--- src/rtl/btb_pkg.sv ---
// Shared BTB definitions: 128-bit two-way set layout, predictor encodings
// and the update-side FSM state type.
package btb_pkg;

  localparam int SET_W = 128;
  localparam int TAG_W = 27;
  localparam int IDX_W = 3;
  localparam int TGT_W = 32;

  // Way1 occupies the upper half of the set, way2 the lower half.
  localparam int W1_VALID  = 127;
  localparam int W1_TAG_LO = 100;
  localparam int W1_TGT_LO = 68;
  localparam int W1_FSM_LO = 66;
  localparam int W2_VALID  = 63;
  localparam int W2_TAG_LO = 36;
  localparam int W2_TGT_LO = 4;
  localparam int W2_FSM_LO = 2;

  // LRU names the victim: 0 = way1, 1 = way2.
  localparam int LRU_BIT = 64;

  localparam logic [1:0] SNT = 2'b00;
  localparam logic [1:0] WNT = 2'b01;
  localparam logic [1:0] WT  = 2'b10;
  localparam logic [1:0] ST  = 2'b11;

  typedef enum logic [1:0] {
    S_IDLE   = 2'd0,
    S_MODIFY = 2'd1,
    S_WRITE  = 2'd2
  } upd_state_e;

endpackage

--- src/rtl/btb_update_logic_sat_counter.sv ---
// Combinational 2-bit saturating predictor trainer (next state from the
// current state and the resolved direction).
module btb_sat_counter
  import btb_pkg::*;
(
  input  logic [1:0] i_fsm,
  input  logic       i_taken,
  output logic [1:0] o_fsm_next
);

  always_comb begin
    o_fsm_next = i_fsm;
    case (i_fsm)
      SNT:     o_fsm_next = i_taken ? WNT : SNT;
      WNT:     o_fsm_next = i_taken ? WT  : SNT;
      WT:      o_fsm_next = i_taken ? ST  : WNT;
      ST:      o_fsm_next = i_taken ? ST  : WT;
      default: o_fsm_next = i_fsm;
    endcase
  end

endmodule

--- src/rtl/btb_update_logic.sv ---
// BTB update path: read-modify-write of one two-way set per resolved branch.
// Optional statistics counters are enabled with `define BTB_UPD_STATS_EN.
module btb_update_logic
  import btb_pkg::*;
#(
  parameter logic [1:0] INIT_FSM = 2'b10
) (
  input  logic                 clk,
  input  logic                 rst,
  input  logic                 upd_valid,
  output logic                 upd_ready,
  input  logic [31:0]          upd_pc,
  input  logic                 upd_taken,
  input  logic [TGT_W-1:0]     upd_target,
  output logic                 rd_en,
  output logic [IDX_W-1:0]     rd_index,
  input  logic [SET_W-1:0]     rd_data,
  output logic                 wr_en,
  output logic [IDX_W-1:0]     wr_index,
  output logic [SET_W-1:0]     wr_data,
`ifdef BTB_UPD_STATS_EN
  output logic [31:0]          stat_upd,
  output logic [31:0]          stat_alloc,
  output logic [31:0]          stat_hit,
`endif
  output logic [1:0]           dbg_state,
  output logic                 upd_done
);

  // Handshake: a request transfers on a rising edge where upd_valid and
  // upd_ready are both high; the requester holds its fields until then.

  upd_state_e            r_state;
  upd_state_e            w_state_next;
  logic [TAG_W-1:0]      r_tag;
  logic [IDX_W-1:0]      r_idx;
  logic                  r_taken;
  logic [TGT_W-1:0]      r_target;
  logic [IDX_W-1:0]      r_wr_index;
  logic [SET_W-1:0]      r_wr_data;

  logic                  w_accept;
  logic                  w_capture;
  logic                  w_v1;
  logic                  w_v2;
  logic                  w_hit1;
  logic                  w_hit2;
  logic                  w_hit;
  logic                  w_victim2;
  logic [1:0]            w_fsm_sel;
  logic [1:0]            w_fsm_trained;
  logic [SET_W-1:0]      w_new_set;
  logic                  w_unused;

  assign w_unused  = &{1'b0, upd_pc[1:0]};
  assign rd_index  = upd_pc[4:2];
  assign wr_index  = r_wr_index;
  assign wr_data   = r_wr_data;
  assign dbg_state = r_state;

  assign w_v1   = rd_data[W1_VALID];
  assign w_v2   = rd_data[W2_VALID];
  assign w_hit1 = w_v1 && (rd_data[W1_TAG_LO +: TAG_W] == r_tag);
  assign w_hit2 = w_v2 && (rd_data[W2_TAG_LO +: TAG_W] == r_tag) && !w_hit1;
  assign w_hit  = w_hit1 || w_hit2;
  // Fill an invalid way first (way1 preferred), otherwise follow LRU.
  assign w_victim2 = w_v1 && (!w_v2 || rd_data[LRU_BIT]);

  assign w_fsm_sel = w_hit1 ? rd_data[W1_FSM_LO +: 2] : rd_data[W2_FSM_LO +: 2];

  btb_sat_counter u_sat (
    .i_fsm      (w_fsm_sel),
    .i_taken    (r_taken),
    .o_fsm_next (w_fsm_trained)
  );

  always_comb begin
    w_new_set = rd_data;
    if (w_hit1) begin
      w_new_set[W1_FSM_LO +: 2] = w_fsm_trained;
      if (r_taken) w_new_set[W1_TGT_LO +: TGT_W] = r_target;
      w_new_set[LRU_BIT] = 1'b1;
    end else if (w_hit2) begin
      w_new_set[W2_FSM_LO +: 2] = w_fsm_trained;
      if (r_taken) w_new_set[W2_TGT_LO +: TGT_W] = r_target;
      w_new_set[LRU_BIT] = 1'b0;
    end else if (w_victim2) begin
      w_new_set[W2_VALID]               = 1'b1;
      w_new_set[W2_TAG_LO +: TAG_W]     = r_tag;
      w_new_set[W2_TGT_LO +: TGT_W]     = r_target;
      w_new_set[W2_FSM_LO +: 2]         = INIT_FSM;
      w_new_set[LRU_BIT]                = 1'b0;
    end else begin
      w_new_set[W1_VALID]               = 1'b1;
      w_new_set[W1_TAG_LO +: TAG_W]     = r_tag;
      w_new_set[W1_TGT_LO +: TGT_W]     = r_target;
      w_new_set[W1_FSM_LO +: 2]         = INIT_FSM;
      w_new_set[LRU_BIT]                = 1'b1;
    end
  end

  always_comb begin
    w_state_next = r_state;
    upd_ready    = 1'b0;
    rd_en        = 1'b0;
    wr_en        = 1'b0;
    upd_done     = 1'b0;
    w_accept     = 1'b0;
    w_capture    = 1'b0;
    case (r_state)
      S_IDLE: begin
        upd_ready = 1'b1;
        if (upd_valid) begin
          rd_en        = 1'b1;
          w_accept     = 1'b1;
          w_state_next = S_MODIFY;
        end
      end
      S_MODIFY: begin
        if (w_hit || r_taken) begin
          w_capture    = 1'b1;
          w_state_next = S_WRITE;
        end else begin
          upd_done     = 1'b1;
          w_state_next = S_IDLE;
        end
      end
      S_WRITE: begin
        wr_en        = 1'b1;
        upd_done     = 1'b1;
        w_state_next = S_IDLE;
      end
      default: w_state_next = S_IDLE;
    endcase
    // Reset silences every strobe in the same cycle, so an in-flight
    // update never reaches the set memory.
    if (rst) begin
      upd_ready    = 1'b0;
      rd_en        = 1'b0;
      wr_en        = 1'b0;
      upd_done     = 1'b0;
      w_accept     = 1'b0;
      w_capture    = 1'b0;
      w_state_next = S_IDLE;
    end
  end

  always_ff @(posedge clk) begin
    if (rst) begin
      r_state    <= S_IDLE;
      r_tag      <= '0;
      r_idx      <= '0;
      r_taken    <= 1'b0;
      r_target   <= '0;
      r_wr_index <= '0;
      r_wr_data  <= '0;
    end else begin
      r_state <= w_state_next;
      if (w_accept) begin
        r_tag    <= upd_pc[31:5];
        r_idx    <= upd_pc[4:2];
        r_taken  <= upd_taken;
        r_target <= upd_target;
      end
      if (w_capture) begin
        r_wr_index <= r_idx;
        r_wr_data  <= w_new_set;
      end
    end
  end

`ifdef BTB_UPD_STATS_EN
  logic        r_alloc;
  logic [31:0] r_stat_upd;
  logic [31:0] r_stat_alloc;
  logic [31:0] r_stat_hit;

  assign stat_upd   = r_stat_upd;
  assign stat_alloc = r_stat_alloc;
  assign stat_hit   = r_stat_hit;

  always_ff @(posedge clk) begin
    if (rst) begin
      r_alloc      <= 1'b0;
      r_stat_upd   <= '0;
      r_stat_alloc <= '0;
      r_stat_hit   <= '0;
    end else begin
      if (w_capture) r_alloc <= !w_hit;
      if (upd_done) r_stat_upd <= r_stat_upd + 32'd1;
      if (wr_en && r_alloc) r_stat_alloc <= r_stat_alloc + 32'd1;
      if (wr_en && !r_alloc) r_stat_hit <= r_stat_hit + 32'd1;
    end
  end
`endif

endmodule

--- config.mk ---
export PLATFORM = sky130hd
export DESIGN_NAME = btb_update_logic
export DESIGN_NICKNAME = d
export VERILOG_FILES = /design/src/rtl/btb_pkg.sv /design/src/rtl/btb_update_logic_sat_counter.sv /design/src/rtl/btb_update_logic.sv
export SDC_FILE = /design/constraint.sdc
export NUM_CORES = 1
export LEC_CHECK = 0
export ABC_CLOCK_PERIOD_IN_PS = 3050
export CORE_MARGIN = 1
export CORE_UTILIZATION = 45
export CTS_BUF_LIST = sky130_fd_sc_hd__clkbuf_4
export DETAILED_ROUTE_END_ITERATION = 6
export MAX_ROUTING_LAYER = met4
export PLACE_DENSITY = 0.84
export SETUP_SLACK_MARGIN = 0.05
export SYNTH_ARGS = -nofsm -noshare
export SYNTH_HDL_FRONTEND = slang
export SYNTH_SLANG_ARGS = --single-unit
--- constraint.sdc ---
create_clock -name clk -period 3.05 [get_ports clk]
set_clock_uncertainty 0.15 [all_clocks]
set_input_delay 0.4575 -clock clk [delete_from_list [all_inputs] [get_ports clk]]
set_output_delay 0.4575 -clock clk [all_outputs]
set_load 0.02 [all_outputs]
==> metrics <==
CP Capture Type=flip-flop; R2R cell count=12; Clk pin slew, worst setup/hold paths=0.16 ns; NumNets Final=1469; Placeable Area=18150 um^2; starting DRC count in detailed routing=493; Mapped Area=8402 um^2; die area=19220 um^2; FILL cells=1319; CTS Root Buffer Type=clkbuf_4; crit start category=input pin; Cells after Synth=905; register area share after synthesis=46.70%; reg-to-reg critical path startpoint=r_tag[10]; # IOs=336; Num CTS Buffers=17; crit-path max FO=8; routed vias/inst=5.531; most numerous cell on the critical path=buf_6; HP Class=in2reg; Die Y=138.6 um; dpl cell area=12440 um^2; setup_tns=-20.92 ns; endpoints failing hold=0; top cells by area, synth=dfxtp_1 47%, mux2i_1 8.0%, a221o_1 6.9%, o21ai_0 6.9%, nand2_1 4.8%; row count=49; Primary FF master, synth=dfxtp_1; Fin Hold WS=0.07901 ns; CP Data Arrival Time=3.64 ns; initial core utilization=46.30%; CTS Buffer Depth=2; endpoints failing setup=124; Leak=5.012 nW; WL per Instance=19.70 um; peak supply drop=0.3314 mV; Power, Total=5.324 mW; status=finished, violations left; max_slew headroom=62.52%; final core occ=72.13%; Top Usage Layer GRT=met2; Finished Cell Area=13090 um^2; GRT Total Usage=30.76%; First-pass DRT Iterations=7; Area Growth Syn to Fin=55.80%; hold worst-path end=dbg_state[0]; syn nets=1104; Async SR Flop Fraction=0%; share of layout cells above drive strength 1=12.87%; met2 Resource Use GR=49.77%; # port buffers=333; clk sinks=196; Antenna Nets Post-Route=0; syn avg cell area=9.284 um^2; crit-path leading delay family=buffers and inverters; via count=8374; DIE WIDTH=138.6 um; Worst Hold Launch=rst; PnR worst setup slack=-0.2675 ns; post-synth top area share=46.70%; CP cell instances=clkdlybuf4s50_1 -> xor2_4 -> or4_4 -> nor4_4 -> nand4_2 -> buf_4 -> buf_6 -> buf_6 -> buf_6 -> a31oi_4 -> nor2_4 -> clkbuf_16 -> a221o_1; crit path buf inv count=6; register bit total from synthesis=196; met3 Use GR=10.43%; fin crit share=108.8%; largest net degree at the start of global routing=115; min cycle time layout=3.318 ns; final-report max-slew violation count=0; initial antenna violation count=3; hpwl dp=21570 um; first-pass GRT wire length=44330 um; WP data required=3.37 ns; leading area contributor after synthesis=dfxtp_1; Post-Route WL=29820 um; H-tree Lvls=4; TritonCTS clock tree=built; failing checks=design-rule violations, negative setup slack; flop-to-flop setup slack=-0.25 ns; yosys warns=0; detailed-route DRC error count=25; Tightest Pin Transition=0.5616 ns; Post-synth EDFFs=0; Crit Path Class=in2reg; Clock Latency Late Sink=0.58 ns; slowest stage cell, crit path=clkdlybuf4s50_1; number of global-route vias before repair=8082; met1 usage=33.38%; gpl congestion=0.8697; grt total ovfl=0; Cell variety after synth=48; Max Cap Viol=0; power density over cell area=406.7 nW/um^2; reg2reg end=wr_data[7]; Peak Freq=301.4 MHz; RSZ-0062 raised after global routing=yes; WHS Path Cells=3; slowest stage delay, CP=0.52 ns
==> per-stage QoR <==
step                std cells  worst slack (ns)
finish                   1514           -0.2675
global route             1514           -0.3661
CTS                      1501           -0.2133
detailed placement       1469           -0.9237
global placement         1469           -0.9026
floorplan                 905            0.2231
==> layout make-up <==
class / count / area [um^2] / share of cell area [%]
sequential: 196 / 3933 / 30.04
timing repair buffer: 419 / 4233 / 32.34
inverter: 9 / 35.03 / 0.2676
multi-input combinational: 627 / 4295 / 32.81
clock buffer: 17 / 127.6 / 0.9750
clock inverter: 14 / 172.7 / 1.319
tap: 229 / 286.5 / 2.189
antenna: 3 / 7.507 / 0.05735
==> worst min-delay path, delay by kind of cell <==
| family | cells | cell delay [ns] |
|---|---|---|
| and+or+nand+nor | 1 | 0.08 |
| AOI/OAI and AO/OA | 1 | 0.11 |
| buffers and inverters | 1 | 0.12 |
==> routing by layer <==
layer	vias to the layer above	part of all wire [%]
met5	-	0
met4	0	4.4
li1	3974	-
met2	359	49
met1	3969	37
met3	72	10
==> sequential cells by signal, summed over array words and instances, names as in the netlist <==
name       count
r_target      32
r_taken        1
wr_index       3
r_tag         27
dbg_state      2
r_idx          3
wr_data      128
==> kinds of logic (layout without fill, tap and decap cells) <==
family          count (synthesis)  count (layout)  synth area share, %
compound gates                256             256                19.34
flops                         196             196                46.70
simple gates                  231             231                13.45
mux                            80              80                9.754
xor+xnor                       55              55                5.734
buf+inv                        82             459                4.333
fa+ha+maj                       5               5               0.6851
other cells                     0               3                    0
==> power breakdown <==
group | switching, mW | internal, mW
combinational | 0.504 | 0.596
clock | 0.955 | 0.513
sequential | 0.0779 | 2.68
total | 1.54 | 3.79
==> worst max-delay path by stage <==
| stage | start | end | slack (ns) | cells past startpoint |
|---|---|---|---|---|
| floorplan | rd_data[104] | wr_data[24] | 0.22 | 8 |
| global placement | rd_data[61] | upd_done | -0.90 | 8 |
| detailed placement | rd_data[61] | upd_done | -0.92 | 8 |
| CTS | r_tag[16] | upd_done | -0.21 | 7 |
| global route | r_tag[10] | wr_data[72] | -0.37 | 12 |
| finish | rd_data[125] | wr_data[7] | -0.27 | 13 |
==> layout by cell type (no fill, tap or decap), types with 3 or more instances in the layout <==
| master | synthesis | routed |
|---|---|---|
| clkbuf_16 | 0 | 3 |
| dfxtp_2 | 0 | 4 |
| clkdlybuf4s50_1 | 0 | 330 |
| nor3b_1 | 32 | 31 |
| inv_1 | 9 | 8 |
| a21oi_1 | 67 | 66 |
| inv_8 | 0 | 3 |
| xor2_1 | 21 | 18 |
| buf_6 | 0 | 8 |
| a221o_1 | 58 | 58 |
| buf_12 | 0 | 14 |
| clkbuf_4 | 0 | 17 |
| inv_6 | 0 | 3 |
| nor2b_1 | 15 | 15 |
| xnor2_1 | 34 | 30 |
| xnor2_2 | 0 | 3 |
| nand2_1 | 108 | 108 |
| diode_2 | 0 | 3 |
| o21ai_0 | 115 | 115 |
| nand4_1 | 9 | 9 |
| mux2i_1 | 67 | 65 |
| mux2_2 | 12 | 12 |
| dfxtp_1 | 196 | 191 |
| ha_1 | 3 | 3 |
| nor2_1 | 45 | 43 |
| or4_4 | 1 | 3 |
| buf_4 | 5 | 60 |
==> cells in the mapped netlist, drive strengths merged, types with 2 or more instances <==
| master | n |
|---|---|
| nor3b | 32 |
| maj3 | 2 |
| buf | 36 |
| a211oi | 2 |
| a221o | 58 |
| mux2i | 68 |
| xnor2 | 34 |
| nand4 | 10 |
| ha | 3 |
| xor2 | 21 |
| dfxtp | 196 |
| nand2b | 2 |
| clkbuf | 37 |
| inv | 9 |
| nor2 | 45 |
| o21ai | 116 |
| nor3 | 2 |
| a41o | 2 |
| nand3 | 2 |
| nor4 | 6 |
| or4 | 3 |
| nand2 | 109 |
| a31oi | 3 |
| nor2b | 15 |
| mux2 | 12 |
| a21oi | 67 |
==> timing repair <==
item	4_1_cts	5_1_grt
setup buffers	1	5
pin swaps	13	5
cloned	0	7
gates resized for setup	26	20
hold buffers	0	0
endpoints found under the setup margin	134	126
Power figures use the tool's default switching activity.
==> patch 1, RTL diff (same flow settings) <==
Register the input `upd_target` before use, cleared by the reset. The logic sees it one clock later. The other inputs are not delayed to match.
--- a/src/rtl/btb_update_logic.sv
+++ b/src/rtl/btb_update_logic.sv
@@ -27,6 +27,16 @@
   output logic                 upd_done
 );
 
+  logic [TGT_W-1:0] upd_target_q;
+
+  always_ff @(posedge clk) begin
+    if (rst) begin
+      upd_target_q <= '0;
+    end else begin
+      upd_target_q <= upd_target;
+    end
+  end
+
   // Handshake: a request transfers on a rising edge where upd_valid and
   // upd_ready are both high; the requester holds its fields until then.
 
@@ -160,7 +170,7 @@
         r_tag    <= upd_pc[31:5];
         r_idx    <= upd_pc[4:2];
         r_taken  <= upd_taken;
-        r_target <= upd_target;
+        r_target <= upd_target_q;
       end
       if (w_capture) begin
         r_wr_index <= r_idx;
Behaviour: not the same (Yosys sat finds a counterexample within 4 cycles, from zero or initial values and one cycle with rst high).
==> patch 1 against the unedited design <==
Sequential cell count grew 32; synthesized cell count grew 8.7%; synthesized area grew 15%; total power grew 31%; fmax grew 4.7%; combinational power grew 5%; cell area grew 13%; largest cell class unchanged; worst setup slack gained 0.15 ns; sequential share of layout area grew 1.0 points; the run ends with setup timing left; first-iteration DRC count shrank 2.4%; via count grew 15%; wire length grew 11%; count of clock-buffer cells in the layout grew 66; critical endpoint is now upd_done.
==> patch 1: results (changes against the unedited design) <==
The post-synth net total came out at 1183 (+7.2%). The transition time at the pin with the least slew margin was 0.630 ns (+0.0689 ns); the worst endpoint data arrival time was 2.56 ns (-1.08 ns). The final setup slack of the worst path is -0.118 ns (+0.150 ns), and the clock edge transition at the registers on the reported setup and hold paths is 0.06 ns (-0.10 ns). The final reports fail on setup timing. The number of H-tree levels is 2 (-2). Number of clock buffers inserted by TritonCTS: 58 (+41). The antenna diode instance count came out at 2 (-1). In this run the critical register-to-register path is launched from r_tag[13]$_SDFFE_PP0P_. The number of standard-cell rows in the floorplan is 53 (+8.2%). The largest net degree at the start of global routing is 61 (-47%). The sequential share of the synthesized area was 47.4% (+0.71 points); the total global-route track usage was 31.0% (+0.24 points).

The largest incremental delay on the critical path is 0.57 ns (+0.05 ns). For the leakage component of the power, the log shows 6.00 nW (+20%). For the area of combinational cells with multiple inputs, the log shows 0.00479 mm^2 (+11%). The layout buffer count excluding clock buffers was 433 (+3.3%); the final count of negative-setup-slack endpoints was 1 (-99%). The mean routed wirelength per cell is 19.4 um (-1.7%), and the slack of the worst reg-to-reg path is 0.25 ns (+0.50 ns). The cell count after placement was 1604 (+9.2%); the power density over cell area was 474 mW/mm^2 (+17%). Yosys attributes the largest share of cell area to dfxtp_1 (47%), a221o_1 (5.4%), mux2i_1 (4.2%), and3_1 (4.0%), nor2b_1 (3.9%). For the routability congestion estimate from global placement, the log shows 0.958 (+10%). The initial antenna violation count was 2 (-1). The run finished, with violations left. In this run the most critical hold path is launched from upd_pc[10]. The detailed-routing iteration count for the pre-antenna-repair pass is 5 (-2), and the final-layout clock-cell area share is 5.13% (+2.8 points).

The detailed router's first-iteration violation count was 481 (-2.4%); the fraction of final layout cells with drive strength greater than 1 was 19.2% (+6.3 points). The cell area after placement came out at 0.0138 mm^2 (+11%). The tools report the capture point of the critical path as upd_done. The buffer share of cell area was 28.8% (-3.5 points); the placed wire-length estimate was 23400 um (+8.4%). The number of ordinary inverters in the final layout works out to 8 (-1).

The run gives 57 (+19%) as the distinct cell type count after synthesis. The logs give 5.15 mW (+36%) for the internal power of the cells and 3 (+1) for the maximum clock insertion buffer count. The kind of cell with the highest combined delay along the critical path is simple AND/OR/NAND/NOR gates. Combined flip-flop and latch cell area: 0.00458 mm^2 (+16%). The worst hold path terminates at r_tag[5]$_SDFFE_PP0P_. The logs give 276 uV (-17%) for the largest voltage drop on the vdd net and 3.18 mW (+16%) for the power dissipated in sequential cells.

The logs give 33200 um (+11%) for the routed wire length and 228 (+16%) for the number of sinks on the clock net. The endpoint identified for the worst register-to-register timing path is wr_index[2]$_SDFFE_PP0P_. The tools report the power attributed to the clock group as 2.66 mW (+81%). The worst reg2reg path depth works out to 10 (-2). Via density per instance: 5.61 (+1.4%). The global-route wire length before repair is 51700 um (+17%).
==> patch 1: cell count changes in the layout (fill, tap and decap cells not counted), sizes merged, moves of 31 or more <==
cell,delta
clkbuf,+63
nor3b,-31
nor2b,+45
dfxtp,+32
and3,+61
o21ai,-39
==> patch 1: cell families (layout without fill, tap and decap cells) <==
family	after synthesis	count (layout)	synth area share, %
multiplexers	67	67	7.43
flip-flops	228	228	47.4
adder cells (fa/ha/maj)	4	4	0.494
other	0	2	0
XOR/XNOR	54	54	5.22
AND/OR/NAND/NOR	268	268	15.6
AO/OA/AOI/OAI	270	270	19.3
buffers and inverters	93	545	4.54
==> patch 1: per-stage QoR <==
step	hold WS, ns	power [mW]
finish	0.183	7.00
global route	0.124	7.32
CTS	0.134	7.03
detailed placement	0.263	4.36
global placement	0.254	4.33
floorplan	0.251	3.71
==> patch 1: metal layers <==
layer	global-route usage [%]	share of wire, %	up-vias
met5	-	0	-
li1	-	-	4463
met3	7.70	9.1	110
met1	33.9	38	4504
met4	16.6	4.9	0
met2	51.8	48	534
==> patch 2, RTL diff (same flow settings) <==
Without the edit above. The option `BTB_UPD_STATS_EN` is turned on by a define.
--- a/src/rtl/btb_update_logic.sv
+++ b/src/rtl/btb_update_logic.sv
@@ -1,5 +1,7 @@
 // BTB update path: read-modify-write of one two-way set per resolved branch.
 // Optional statistics counters are enabled with `define BTB_UPD_STATS_EN.
+`define BTB_UPD_STATS_EN
+
 module btb_update_logic
   import btb_pkg::*;
 #(
Check against the original RTL (old outputs only; new: stat_alloc, stat_hit and stat_upd): equivalent (Yosys induction, for registers that start in step).
==> patch 2 against the unedited design <==
The run ends with setup timing left; total power up 71%; synthesized area rose by 62%; critical path type is now reg2out; highest routed layer unchanged; critical endpoint is now upd_done; cell area rose by 53%; worst setup slack better by 0.21 ns; die area is 61% higher; sequential cell count up 97; wire length increased by 65%; critical path depth decreased by 6.
==> patch 2: results (changes against the unedited design) <==
The run finished, with violations left. The final reports fail on setup timing. The layout buffer count excluding clock buffers is 518 (+24%), and the post-synth net total is 1824 (+65%). The tools report the met2 layer usage reported by global route as 52.0% (+2.3 points). The final-layout clock-cell area share was 5.25% (+3.0 points); the minimum hold slack was 0.149 ns (+0.0697 ns). The total combinational power is 1.35 mW (+23%).

The buffer count from post-CTS setup fixing is 0 (-1), and the detailed router's first-iteration violation count is 923 (+87%). The number of clock buffers inserted by TritonCTS was 79 (+62). The largest net degree at the start of global routing is 82 (-29%), and the placed wire-length estimate is 34800 um (+61%). The number of global-route vias before repair was 14500 (+79%).

Yosys attributes the largest share of cell area to dfxtp_1 (43%), nand2_1 (7.8%), mux2i_1 (4.3%), nor2_1 (3.5%), a21oi_1 (3.5%). For the final setup slack of the worst path, the log shows -0.0585 ns (+0.209 ns). The total global-route track usage is 32.2% (+1.4 points). The number of H-tree levels is 3 (-1), and the maximum clock insertion buffer count is 3 (+1). The endpoint identified for the worst register-to-register timing path is stat_upd[15]$_SDFFE_PP0P_. The fraction of final layout cells with drive strength greater than 1 is 12.7% (-0.17 points). Flip-flop and latch share of the layout cell area: 29.5% (-0.53 points). The detailed-routing iteration count for the pre-antenna-repair pass was 6 (-1); the global-route wire length before repair was 76200 um (+72%). The worst endpoint data arrival time was 2.50 ns (-1.14 ns); the area of all placed cells without fillers was 0.0200 mm^2 (+53%). The area share of xor/xnor cells in the synthesized design works out to 6.77% (+1.0 points).

The routed wire length came out at 49300 um (+65%). The mux contribution to synthesized area was 4.80% (-5.0 points); the final count of negative-setup-slack endpoints was 1 (-99%). The largest voltage drop on the vdd net is 315 uV (-5.0%).

The share of the synthesized area in compound gates (AO/OA/AOI/OAI) was 16.5% (-2.8 points); the layout filler cell count was 2324 (+76%). For the cell area after placement, the log shows 0.0187 mm^2 (+50%). The run gives 23400 um (+60%) as the amount of wire on met2 after detailed routing. The critical-path cell with the highest stage delay was nor4_4.

The buffer share of cell area is 26.1% (-6.2 points). For the total of clock buffers placed in the layout, the log shows 116 (+99). On the critical path the largest part of the delay comes from simple AND/OR/NAND/NOR gates. The length of routed met3 wiring is 4660 um (+53%), and the number of ordinary inverters in the final layout is 16 (+7). Largest incremental delay on the critical path: 0.40 ns (-0.12 ns). The clock edge transition at the registers on the reported setup and hold paths was 0.07 ns (-0.09 ns).

Post-synthesis area per instance: 8.38 um^2 (-9.8%). The logs give 2560 (+69%) for the number of non-filler instances in the completed layout and 0.0136 mm^2 (+62%) for the post-synthesis instance area. The flop and latch count out of synthesis was 293 (+49%).

The tools report the sequential share of the synthesized area as 43.2% (-3.5 points). The via density per instance was 5.66 (+2.3%). The logs give 7.50 nW (+50%) for the leakage component of the power and 36.3% (-26 points) for the remaining max-slew budget at the tightest pin. The slack of the worst reg-to-reg path was 0.13 ns (+0.38 ns). The met1 usage in global routing is 36.1% (+2.7 points).

The share of cell area taken by multi-input logic gates is 36.3% (+3.5 points), and the count of multi-input combinational gates is 1199 (+91%).
## patch 2: changes by cell type after synthesis, sizes merged, moves of 32 or more
| cell | before | now |
|---|---|---|
| nand2 | 109 | 282 |
| nor2 | 45 | 129 |
| a221o | 58 | 9 |
| dfxtp | 196 | 293 |
| or3 | 1 | 35 |
| xor2 | 21 | 53 |
| nand3 | 2 | 95 |
| a211oi | 2 | 54 |
## patch 2: metrics by stage
stage	setup slack (ns)	TNS [ns]
2_1_floorplan	0.298	0
3_3_place_gp	-0.500	-37.96
3_5_place_dp	-0.442	-35.54
4_1_cts	-0.114	-0.114
5_1_grt	-0.202	-0.202
6_report	-0.0585	-0.0585
## patch 2: worst max-delay path by stage
stage                     cells past startpoint  slack, ns                           to
after floorplan                               8       0.30  stat_alloc[31]$_SDFFE_PP0P_
after global placement                        9      -0.50                     upd_done
after detailed placement                      9      -0.44                     upd_done
after CTS                                     9      -0.11                     upd_done
after global routing                          7      -0.20                     upd_done
final                                         7      -0.06                     upd_done
